===== src/rtl/alu_seq.sv =====
// alu_seq: handshaked EX-stage ALU. Single-cycle logic/arith ops, signed SLT with
// overflow correction, and multi-cycle unsigned MULTU/DIVU into internal HI/LO.
// Optional feature: define ALU_DIV_EN to build the restoring divider (DIVU).
// Without it, DIVU decodes as an undefined opcode.
//
// state | meaning
// ------+------------------------------------------------------------
// IDLE  | ready to accept an operation (in_ready = 1)
// MUL   | shift-add multiply, one iteration per clock
// DIV   | restoring divide, one iteration per clock (ALU_DIV_EN only)
// DONE  | result held with out_valid = 1 until out_ready
module alu_seq #(
  parameter int WIDTH = 32,
  parameter int CNT_W = $clog2(WIDTH) + 1
) (
  input  logic             clk,
  input  logic             rst_n,
  input  logic             in_valid,
  output logic             in_ready,
  input  logic [3:0]       op,
  input  logic [WIDTH-1:0] operand_a,
  input  logic [WIDTH-1:0] operand_b,
  output logic             out_valid,
  input  logic             out_ready,
  output logic [WIDTH-1:0] result,
  output logic             zero_flag,
  output logic             negative_flag,
  output logic             overflow_flag
);

  localparam logic [3:0] OP_AND   = 4'b0000;
  localparam logic [3:0] OP_OR    = 4'b0001;
  localparam logic [3:0] OP_ADD   = 4'b0010;
  localparam logic [3:0] OP_SUB   = 4'b0110;
  localparam logic [3:0] OP_SLT   = 4'b0111;
  localparam logic [3:0] OP_NOR   = 4'b1100;
  localparam logic [3:0] OP_MULTU = 4'b1000;
  localparam logic [3:0] OP_MFHI  = 4'b1101;
  localparam logic [3:0] OP_MFLO  = 4'b1110;
`ifdef ALU_DIV_EN
  localparam logic [3:0] OP_DIVU  = 4'b1001;
`endif

  localparam logic [CNT_W-1:0] CNT_LAST = CNT_W'(WIDTH - 1);

`ifdef ALU_DIV_EN
  typedef enum logic [1:0] {S_IDLE = 2'd0, S_MUL = 2'd1, S_DIV = 2'd2, S_DONE = 2'd3} state_t;
`else
  typedef enum logic [1:0] {S_IDLE = 2'd0, S_MUL = 2'd1, S_DONE = 2'd3} state_t;
`endif

  state_t             state;
  logic [CNT_W-1:0]   cnt;
  logic [2*WIDTH-1:0] prod;   // MUL: {partial hi, multiplier/lo}; DIV: {remainder, quotient}
  logic [WIDTH-1:0]   mcand;  // multiplicand or divisor
  logic [WIDTH-1:0]   hi;
  logic [WIDTH-1:0]   lo;

  logic [WIDTH-1:0]   a_opd, b_opd;
  logic [WIDTH:0]     sum_ext;
  logic               carry_msb, add_ovf, slt_bit;
  logic [WIDTH-1:0]   sc_result;
  logic               sc_ovf;
  logic [WIDTH-1:0]   mul_addend;
  logic [WIDTH:0]     mul_sum;
  logic [2*WIDTH-1:0] mul_next;

  assign in_ready      = (state == S_IDLE);
  assign out_valid     = (state == S_DONE);
  assign zero_flag     = (result == '0);
  assign negative_flag = result[WIDTH-1];

  // Shared adder: op[3]/op[2] invert A/B, binvert doubles as carry-in for subtract
  always_comb begin
    a_opd     = op[3] ? ~operand_a : operand_a;
    b_opd     = op[2] ? ~operand_b : operand_b;
    sum_ext   = {1'b0, a_opd} + {1'b0, b_opd} + {{WIDTH{1'b0}}, op[2]};
    carry_msb = sum_ext[WIDTH-1] ^ a_opd[WIDTH-1] ^ b_opd[WIDTH-1];
    add_ovf   = carry_msb ^ sum_ext[WIDTH];
    slt_bit   = sum_ext[WIDTH-1] ^ add_ovf;
  end

  // Single-cycle result decode; undefined opcodes fall through to zero
  always_comb begin
    sc_result = '0;
    sc_ovf    = 1'b0;
    case (op)
      OP_AND:         sc_result = operand_a & operand_b;
      OP_OR:          sc_result = operand_a | operand_b;
      OP_ADD, OP_SUB: begin
        sc_result = sum_ext[WIDTH-1:0];
        sc_ovf    = add_ovf;
      end
      OP_SLT:         sc_result = {{(WIDTH-1){1'b0}}, slt_bit};
      OP_NOR:         sc_result = ~(operand_a | operand_b);
      OP_MFHI:        sc_result = hi;
      OP_MFLO:        sc_result = lo;
      default:        sc_result = '0;
    endcase
  end

  // One shift-add multiply step: add multiplicand into the top half when lsb set, then shift right
  always_comb begin
    mul_addend = prod[0] ? mcand : {WIDTH{1'b0}};
    mul_sum    = {1'b0, prod[2*WIDTH-1:WIDTH]} + {1'b0, mul_addend};
    mul_next   = {mul_sum, prod[WIDTH-1:1]};
  end

`ifdef ALU_DIV_EN
  logic [WIDTH:0]     div_shift, div_diff;
  logic [2*WIDTH-1:0] div_next;

  // One restoring divide step: shift next dividend bit into remainder, subtract if it fits
  always_comb begin
    div_shift = {prod[2*WIDTH-1:WIDTH], prod[WIDTH-1]};
    div_diff  = div_shift - {1'b0, mcand};
    if (!div_diff[WIDTH])
      div_next = {div_diff[WIDTH-1:0], prod[WIDTH-2:0], 1'b1};
    else
      div_next = {div_shift[WIDTH-1:0], prod[WIDTH-2:0], 1'b0};
  end
`endif

  // Control FSM with registered result, overflow flag and HI/LO
  always_ff @(posedge clk or negedge rst_n) begin
    if (!rst_n) begin
      state         <= S_IDLE;
      cnt           <= '0;
      prod          <= '0;
      mcand         <= '0;
      hi            <= '0;
      lo            <= '0;
      result        <= '0;
      overflow_flag <= 1'b0;
    end else begin
      case (state)
        S_IDLE: begin
          if (in_valid) begin
            cnt           <= '0;
            overflow_flag <= 1'b0;
            if (op == OP_MULTU) begin
              prod  <= {{WIDTH{1'b0}}, operand_b};
              mcand <= operand_a;
              state <= S_MUL;
            end
`ifdef ALU_DIV_EN
            else if (op == OP_DIVU && operand_b == '0) begin
              hi     <= operand_a;
              lo     <= '1;
              result <= '1;
              state  <= S_DONE;
            end else if (op == OP_DIVU) begin
              prod  <= {{WIDTH{1'b0}}, operand_a};
              mcand <= operand_b;
              state <= S_DIV;
            end
`endif
            else begin
              result        <= sc_result;
              overflow_flag <= sc_ovf;
              state         <= S_DONE;
            end
          end
        end
        S_MUL: begin
          cnt  <= cnt + CNT_W'(1);
          prod <= mul_next;
          if (cnt == CNT_LAST) begin
            hi     <= mul_next[2*WIDTH-1:WIDTH];
            lo     <= mul_next[WIDTH-1:0];
            result <= mul_next[WIDTH-1:0];
            state  <= S_DONE;
          end
        end
`ifdef ALU_DIV_EN
        S_DIV: begin
          cnt  <= cnt + CNT_W'(1);
          prod <= div_next;
          if (cnt == CNT_LAST) begin
            hi     <= div_next[2*WIDTH-1:WIDTH];
            lo     <= div_next[WIDTH-1:0];
            result <= div_next[WIDTH-1:0];
            state  <= S_DONE;
          end
        end
`endif
        S_DONE: begin
          if (out_ready) state <= S_IDLE;
        end
        default: state <= S_IDLE;
      endcase
    end
  end

endmodule


===== config.mk =====
export PLATFORM = sky130hd
export DESIGN_NAME = alu_seq
export DESIGN_NICKNAME = d
export VERILOG_FILES = /design/src/rtl/alu_seq.sv
export SDC_FILE = /design/constraint.sdc
export NUM_CORES = 1
export LEC_CHECK = 0
export ABC_AREA = 0
export BUFFER_PORTS_ARGS = -buffer_cell sky130_fd_sc_hd__buf_4
export CAP_MARGIN = 15
export CORE_UTILIZATION = 30
export CTS_CLUSTER_DIAMETER = 50
export DETAILED_ROUTE_END_ITERATION = 16
export GPL_ROUTABILITY_DRIVEN = 0
export PLACE_DENSITY = 0.49
export SYNTH_ARGS = -nofsm -noshare
export SYNTH_HDL_FRONTEND = slang
export SYNTH_SLANG_ARGS = --single-unit
export TNS_END_PERCENT = 30

===== constraint.sdc =====
create_clock -name clk -period 3.3 [get_ports clk]
set_clock_uncertainty 0.2 [all_clocks]
set_input_delay 0.66 -clock clk [delete_from_list [all_inputs] [get_ports clk]]
set_output_delay 0.66 -clock clk [all_outputs]
set_load 0.05 [all_outputs]

==> flow_summary.json, run 1 <==
{
  "fp-row-count": 76,
  "hold_slack_ns": 0.0804,
  "io_pins": 109,
  "grt_pass1_vias": 12000,
  "synth_edf_count": 0,
  "core_mm2": 0.0435,
  "die_h_um": 213,
  "wire_per_inst_um": 19.8,
  "critical-path-max-stage-delay_ns": 0.41,
  "final_nets": 1944,
  "grt_max_degree": 75,
  "place_ws_ns": -0.675,
  "cp.arrival_ns": 3.62,
  "synth_cell_types": 71,
  "cpMaxStageDelayCell": "dfrtp_1",
  "critPathBufInv": 4,
  "path_cells": "buf_6, buf_12, and2_4, ha_4, a21oi_2, o21bai_2, a2111oi_4, buf_4, o31ai_1, a21o_1, a21o_1, a21oi_2, buf_4, xnor2_2, a22o_1",
  "synth_top_area_share_pct": 37.7,
  "cp.required_ns": 3.55,
  "seqPwrFrac_pct": 29.5,
  "switchingPower_mw": 5.04,
  "grt_use_total_pct": 21.0,
  "ys_ff_latch": 201,
  "maxSlewHeadroom_pct": 39.0,
  "cap_violations": 0,
  "dp_hpwl_um": 35500,
  "hold_viol": 0,
  "cts_buffers": 31,
  "drc": 0,
  "path_delay_family": "compound AO/OA/AOI/OAI gates",
  "power.internal_mw": 7.44,
  "violations": "setup timing",
  "synth_compound_area_share_pct": 23.7,
  "synth_top_family_by_area": "compound AO/OA/AOI/OAI gates",
  "worstSetupPathType": "register to register",
  "vdd_ir_drop_max_v": 0.000407,
  "setup_viol": 1,
  "slew_violations": 0,
  "synthTopCellsByArea": "dfrtp_1 (38%), nand2_1 (6.9%), ha_1 (6.0%), xor2_1 (5.5%), o21ai_0 (5.5%)",
  "synth-main-ff-cell": "dfrtp_1",
  "utilization_pct": 42.0,
  "fill_cells": 4271,
  "synthesis.area_mm2": 0.0133,
  "finalSetupTns_ns": -0.0663,
  "vias_per_cell": 5.23,
  "grt_pass1_wl_um": 73000,
  "clock_path_buffers": 3,
  "seq_area_frac_synth_pct": 37.7,
  "power_density_mw_per_mm2": 685,
  "cts_tree": "built",
  "die_area_mm2": 0.0453,
  "drive_gt1_share_pct": 29.5,
  "drt-pass1-iter-count": 5,
  "wl_met3_um": 2780,
  "top_layer": "met4",
  "pwr-share-comb_pct": 41.9,
  "status": "finished with violations",
  "clock_latency_ns": 0.57,
  "final_common_cell": "buf_4",
  "root_buffer": "clkbuf_16",
  "area_growth_pct": 36.8,
  "die_w_um": 213,
  "clk_pin_slew_worst_paths_ns": 0.06,
  "vias": 12600,
  "htree_num_levels": 1,
  "hold_path_class": "input port to register",
  "io_buffers": 108,
  "syn_inst": 1501,
  "synthAdderAreaFrac_pct": 6.31,
  "wirelength_met1_um": 23400,
  "yosysTopAreaCell": "dfrtp_1",
  "muxShareOfSynthArea_pct": 5.42,
  "netSwitchingFraction_pct": 40.4,
  "ant_nets": 0,
  "wirelength_um": 47800,
  "max_freq_mhz": 297,
  "synthesis.nets": 1639,
  "grt_overflow_total": 0,
  "timing.final.ws_setup_ns": -0.0663,
  "end_kind": "register",
  "synth-simple-area-share_pct": 15.6,
  "grt_setup_unrepaired": "true",
  "power.leakage_nw": 8.80,
  "tightest_slew_ns": 0.907,
  "antenna_found_initial": 1,
  "ys_warn_count": 0,
  "syn_area_per_cell_um2": 8.88,
  "cp-start-kind": "register",
  "cts_num_sinks": 201,
  "critPathMaxFanout": 11,
  "final.min_clock_period_ns": 3.37,
  "synth-xor-area-share_pct": 8.08,
  "drt-initial-drc-count": 889,
  "async_flop_share_pct": 100,
  "finalCritPeriodShare_pct": 102,
  "most-common-layout-cells": "buf_4 (340), nand2_1 (243), dfrtp_1 (201)",
  "dr_wl_met2_um": 20800,
  "initial_core_util_pct": 30.7,
  "pwr-share-clk_pct": 28.6
}
## layer usage
| layer | GRT usage (%) | vias to the layer above |
|---|---|---|
| met5 | 0 | - |
| met4 | 5.01 | 0 |
| met3 | 2.90 | 58 |
| met2 | 31.4 | 335 |
| met1 | 31.6 | 6160 |
| li1 | - | 6083 |
## flip-flops by register name, indices dropped and copies added, names as in the netlist
name	cells
cnt	6
mcand	32
result	32
prod	64
hi	32
overflow_flag	1
lo	32
state	2
## cells by family (layout without fill, tap and decap cells)
logic type / Yosys count / in the layout
AOI/OAI and AO/OA: 474 / 474
and+or+nand+nor: 460 / 460
DFF: 201 / 201
xor gates and xnor gates: 123 / 123
buffers and inverters: 109 / 438
muxes: 68 / 68
adders and majority gates: 66 / 66
other: 0 / 1
## synthesized netlist by cell type (all sizes together), types with 11 or more instances
| cell type | n |
|---|---|
| a21o | 60 |
| a21oi | 75 |
| a221oi | 31 |
| a22oi | 19 |
| a31oi | 16 |
| and2 | 38 |
| buf | 22 |
| clkbuf | 68 |
| dfrtp | 201 |
| ha | 64 |
| inv | 19 |
| mux2 | 33 |
| mux2i | 35 |
| nand2 | 244 |
| nand2b | 11 |
| nand3 | 36 |
| nand4 | 16 |
| nor2 | 49 |
| nor3 | 33 |
| o211ai | 17 |
| o21a | 20 |
| o21ai | 152 |
| xnor2 | 39 |
| xor2 | 84 |
## through the flow
stage | power, mW | std cells | instance area [µm²]
after detailed placement | 8.72 | 2344 | 16600
after global routing | 13.2 | 2415 | 18200
after floorplan | 6.65 | 1501 | 13400
after global placement | 8.66 | 2344 | 16600
after CTS | 12.4 | 2407 | 17900
final | 12.5 | 2416 | 18200
## path summary, 6_finish.rpt
kind | cells after the start | from | slack, ns | endpoint
worst min register to register | 2 | lo[22] | 0.27 | lo[22]
worst max-delay path | 15 | prod[0] | -0.07 | prod[56]
min in group asynchronous | 2 | rst_n | 0.42 | prod[36]
max in group asynchronous | 3 | rst_n | 1.66 | lo[26]
worst min-delay path | 2 | out_ready | 0.08 | state[1]
worst max register to register | 15 | prod[0] | -0.07 | prod[56]
## layout make-up
type | instances | area [µm²] | share of cell area, %
sequential | 201 | 5030 | 27.6
timing repair buffer | 362 | 2940 | 16.1
multi-input combinational | 1191 | 8330 | 45.7
antenna | 1 | 2.50 | 0.0137
tap | 585 | 732 | 4.01
clock inverter | 22 | 313 | 1.72
inverter | 19 | 71.3 | 0.391
clock buffer | 35 | 811 | 4.45
## power groups by stage
stage	combinational (mW)	sequential (mW)	clock [mW]
after global routing	5.68	3.76	3.74
after CTS	5.10	3.66	3.64
after floorplan	2.46	4.19	0
final	5.23	3.68	3.57
after detailed placement	5.03	3.69	0
after global placement	5.00	3.67	0
## what timing repair did
item / CTS / global route
setup buffers: 5 / 7
hold endpoints to repair: 63 / 0
pin swaps: 17 / 25
gates resized for setup: 40 / 47
hold buffers: 1 / 0
cloned: 0 / 2
endpoints found under the setup margin: 27 / 43
No activity file was read; power rests on OpenSTA's default activity.
==> run 2: changes to the inputs <==
--- a/config.mk
+++ b/config.mk
@@ -8,11 +8,11 @@
 export ABC_AREA = 0
 export BUFFER_PORTS_ARGS = -buffer_cell sky130_fd_sc_hd__buf_4
 export CAP_MARGIN = 15
-export CORE_UTILIZATION = 30
+export CORE_UTILIZATION = 55
 export CTS_CLUSTER_DIAMETER = 50
 export DETAILED_ROUTE_END_ITERATION = 16
 export GPL_ROUTABILITY_DRIVEN = 0
-export PLACE_DENSITY = 0.49
+export PLACE_DENSITY = 0.79
 export SYNTH_ARGS = -nofsm -noshare
 export SYNTH_HDL_FRONTEND = slang
 export SYNTH_SLANG_ARGS = --single-unit
==> constraint.sdc (replaced) <==
create_clock -name clk -period 3 [get_ports clk]
set_clock_uncertainty 0.2 [all_clocks]
set_input_delay 0.6 -clock clk [delete_from_list [all_inputs] [get_ports clk]]
set_output_delay 0.6 -clock clk [all_outputs]
set_load 0.05 [all_outputs]
==> flow_summary.json, run 2 (same netlist as run 1, synthesis figures left out) <==
{
  "max_freq_mhz": 273,
  "vias": 14400,
  "hold_path_class": "input port to register",
  "grt_pass1_vias": 13300,
  "drt-initial-drc-count": 1945,
  "final_common_cell": "buf_4",
  "cap_violations": 0,
  "hold_viol": 0,
  "violations": "setup timing",
  "maxSlewHeadroom_pct": 40.7,
  "min_to": "state[1]",
  "drt-pass1-iter-count": 6,
  "area_growth_pct": 37.1,
  "grt_setup_unrepaired": "true",
  "cpMaxStageDelayCell": "dfrtp_2",
  "fill_cells": 1375,
  "grt_use_total_pct": 37.8,
  "vias_per_cell": 6.70,
  "multi_input_area_mm2": 0.00868,
  "most-common-layout-cells": "buf_4 (353), nand2_1 (239), dfrtp_1 (200)",
  "wire_per_inst_um": 23.8,
  "clk_pin_slew_worst_paths_ns": 0.07,
  "place_inst": 2082,
  "cp-start-kind": "register",
  "io_buffers": 108,
  "wirelength_um": 51400,
  "cp.required_ns": 3.19,
  "r2r_cells": 16,
  "core_mm2": 0.0236,
  "fin_area_mm2": 0.0183,
  "total_power_mw": 13.8,
  "worstSetupPathType": "register to register",
  "power.leakage_nw": 8.92,
  "cts_tree": "built",
  "drc": 0,
  "timing.final.ws_setup_ns": -0.666,
  "hold_depth": 2,
  "critPathMaxFanout": 16,
  "r2r-start": "prod[0]",
  "grt_overflow_total": 0,
  "utilization_pct": 77.4,
  "cpMostUsedCell": "buf_4",
  "slew_violations": 0,
  "hold_slack_ns": 0.0504,
  "postPlaceCellArea_mm2": 0.0163,
  "vdd_ir_drop_max_v": 0.000657,
  "regArea_mm2": 0.00503,
  "min_from": "out_ready",
  "htree_num_levels": 1,
  "place_ws_ns": -0.818,
  "status": "finished with violations",
  "cts_num_sinks": 201,
  "die_area_mm2": 0.0249,
  "clock_path_buffers": 3,
  "ant_nets": 0,
  "path_cells": "buf_4, clkbuf_16, and2_4, ha_4, buf_4, nand2_1, o21ai_0, a21o_1, a21oi_2, o21ai_1, buf_4, a21oi_2, o21bai_1, a31oi_1, xor2_1, o21ai_1",
  "power_density_mw_per_mm2": 755,
  "root_buffer": "clkbuf_16",
  "end_kind": "register",
  "finalSetupTns_ns": -13.87,
  "final.min_clock_period_ns": 3.67,
  "drive_gt1_share_pct": 32.9,
  "largest-register": "prod",
  "cp.arrival_ns": 3.86,
  "initial_core_util_pct": 56.4,
  "stdcell_count": 2157,
  "grt_max_degree": 87,
  "largest_register_ffs": 64,
  "cts_buffers": 25,
  "die_w_um": 158,
  "setup_viol": 57,
  "final_nets": 1958,
  "critical-path-max-stage-delay_ns": 0.48,
  "finalCritPeriodShare_pct": 122,
  "critPathBufInv": 4,
  "antenna_found_initial": 3,
  "fp-row-count": 56,
  "dp_hpwl_um": 32000,
  "timing.reg2reg.setup_slack_ns": -0.67,
  "grt_pass1_wl_um": 72600,
  "reg2reg_to": "hi[19]",
  "path_delay_family": "compound AO/OA/AOI/OAI gates",
  "tightest_slew_ns": 0.889,
  "clock_latency_ns": 0.55,
  "die_h_um": 158,
  "io_pins": 109
}
==> run 2: cell types whose count changed in the layout (fill, tap and decap cells not counted), moves of 6 or more <==
cell,delta
buf_4,+13
o21ai_2,+6
a21oi_1,-7
xor2_1,-7
o21ai_0,-17
o21ai_1,+10
==> run 2: timing repair <==
action | in CTS | in global routing
pin swaps | 41 | 65
resized for setup | 74 | 104
setup endpoints to repair | 65 | 67
buffers inserted | 17 | 12
hold endpoints to repair | 56 | 0
gates cloned | 0 | 2
hold buffers | 1 | 0
==> run 2: layout make-up <==
cell class	instances	share of cell area [%]
multi-input cells	1191	47.5
flip-flops and latches	201	27.5
repair buffers	382	17.3
clock buffers	28	3.65
well taps	319	2.18
clock inverters	16	1.38
inverters	19	0.390
diodes	1	0.0137
==> run 2: routing by layer <==
metal  share of wire, %  track usage [%]  wire, µm  vias to the layer above
li1                   -                -         -                     6073
met1                 37             51.1     19100                     6906
met2                 44             59.3     22300                     1201
met3                 14             7.66      6950                      263
met4                5.7             15.2      2950                        2
met5              0.021                0        11                        -
==> run 2: worst reg2reg max path: cells and delay by family, from the launching register on <==
kind / cells / cell delay [ns]
fa+ha+maj: 1 / 0.21
buf+inv: 4 / 0.67
simple gates: 2 / 0.27
compound gates: 8 / 1.34
flops: 1 / 0.48
xor+xnor: 1 / 0.34
==> run 2: worst max-delay path by stage <==
stage	start	to	slack, ns	cells after the start
floorplan	op[3]	result[30]	-0.43	15
global placement	op[3]	overflow_flag	-0.74	15
detailed placement	op[3]	result[0]	-0.82	15
CTS	prod[0]	prod[59]	-0.27	14
global route	prod[0]	hi[19]	-0.69	16
finish	prod[0]	hi[19]	-0.67	16
==> run 2: power breakdown <==
part / switching [mW] / leakage (nW) / internal, mW
clock: 1.38 / 0.451 / 2.07
sequential: 0.668 / 2.68 / 3.44
combinational: 3.77 / 5.79 / 2.47
total: 5.82 / 8.92 / 7.98
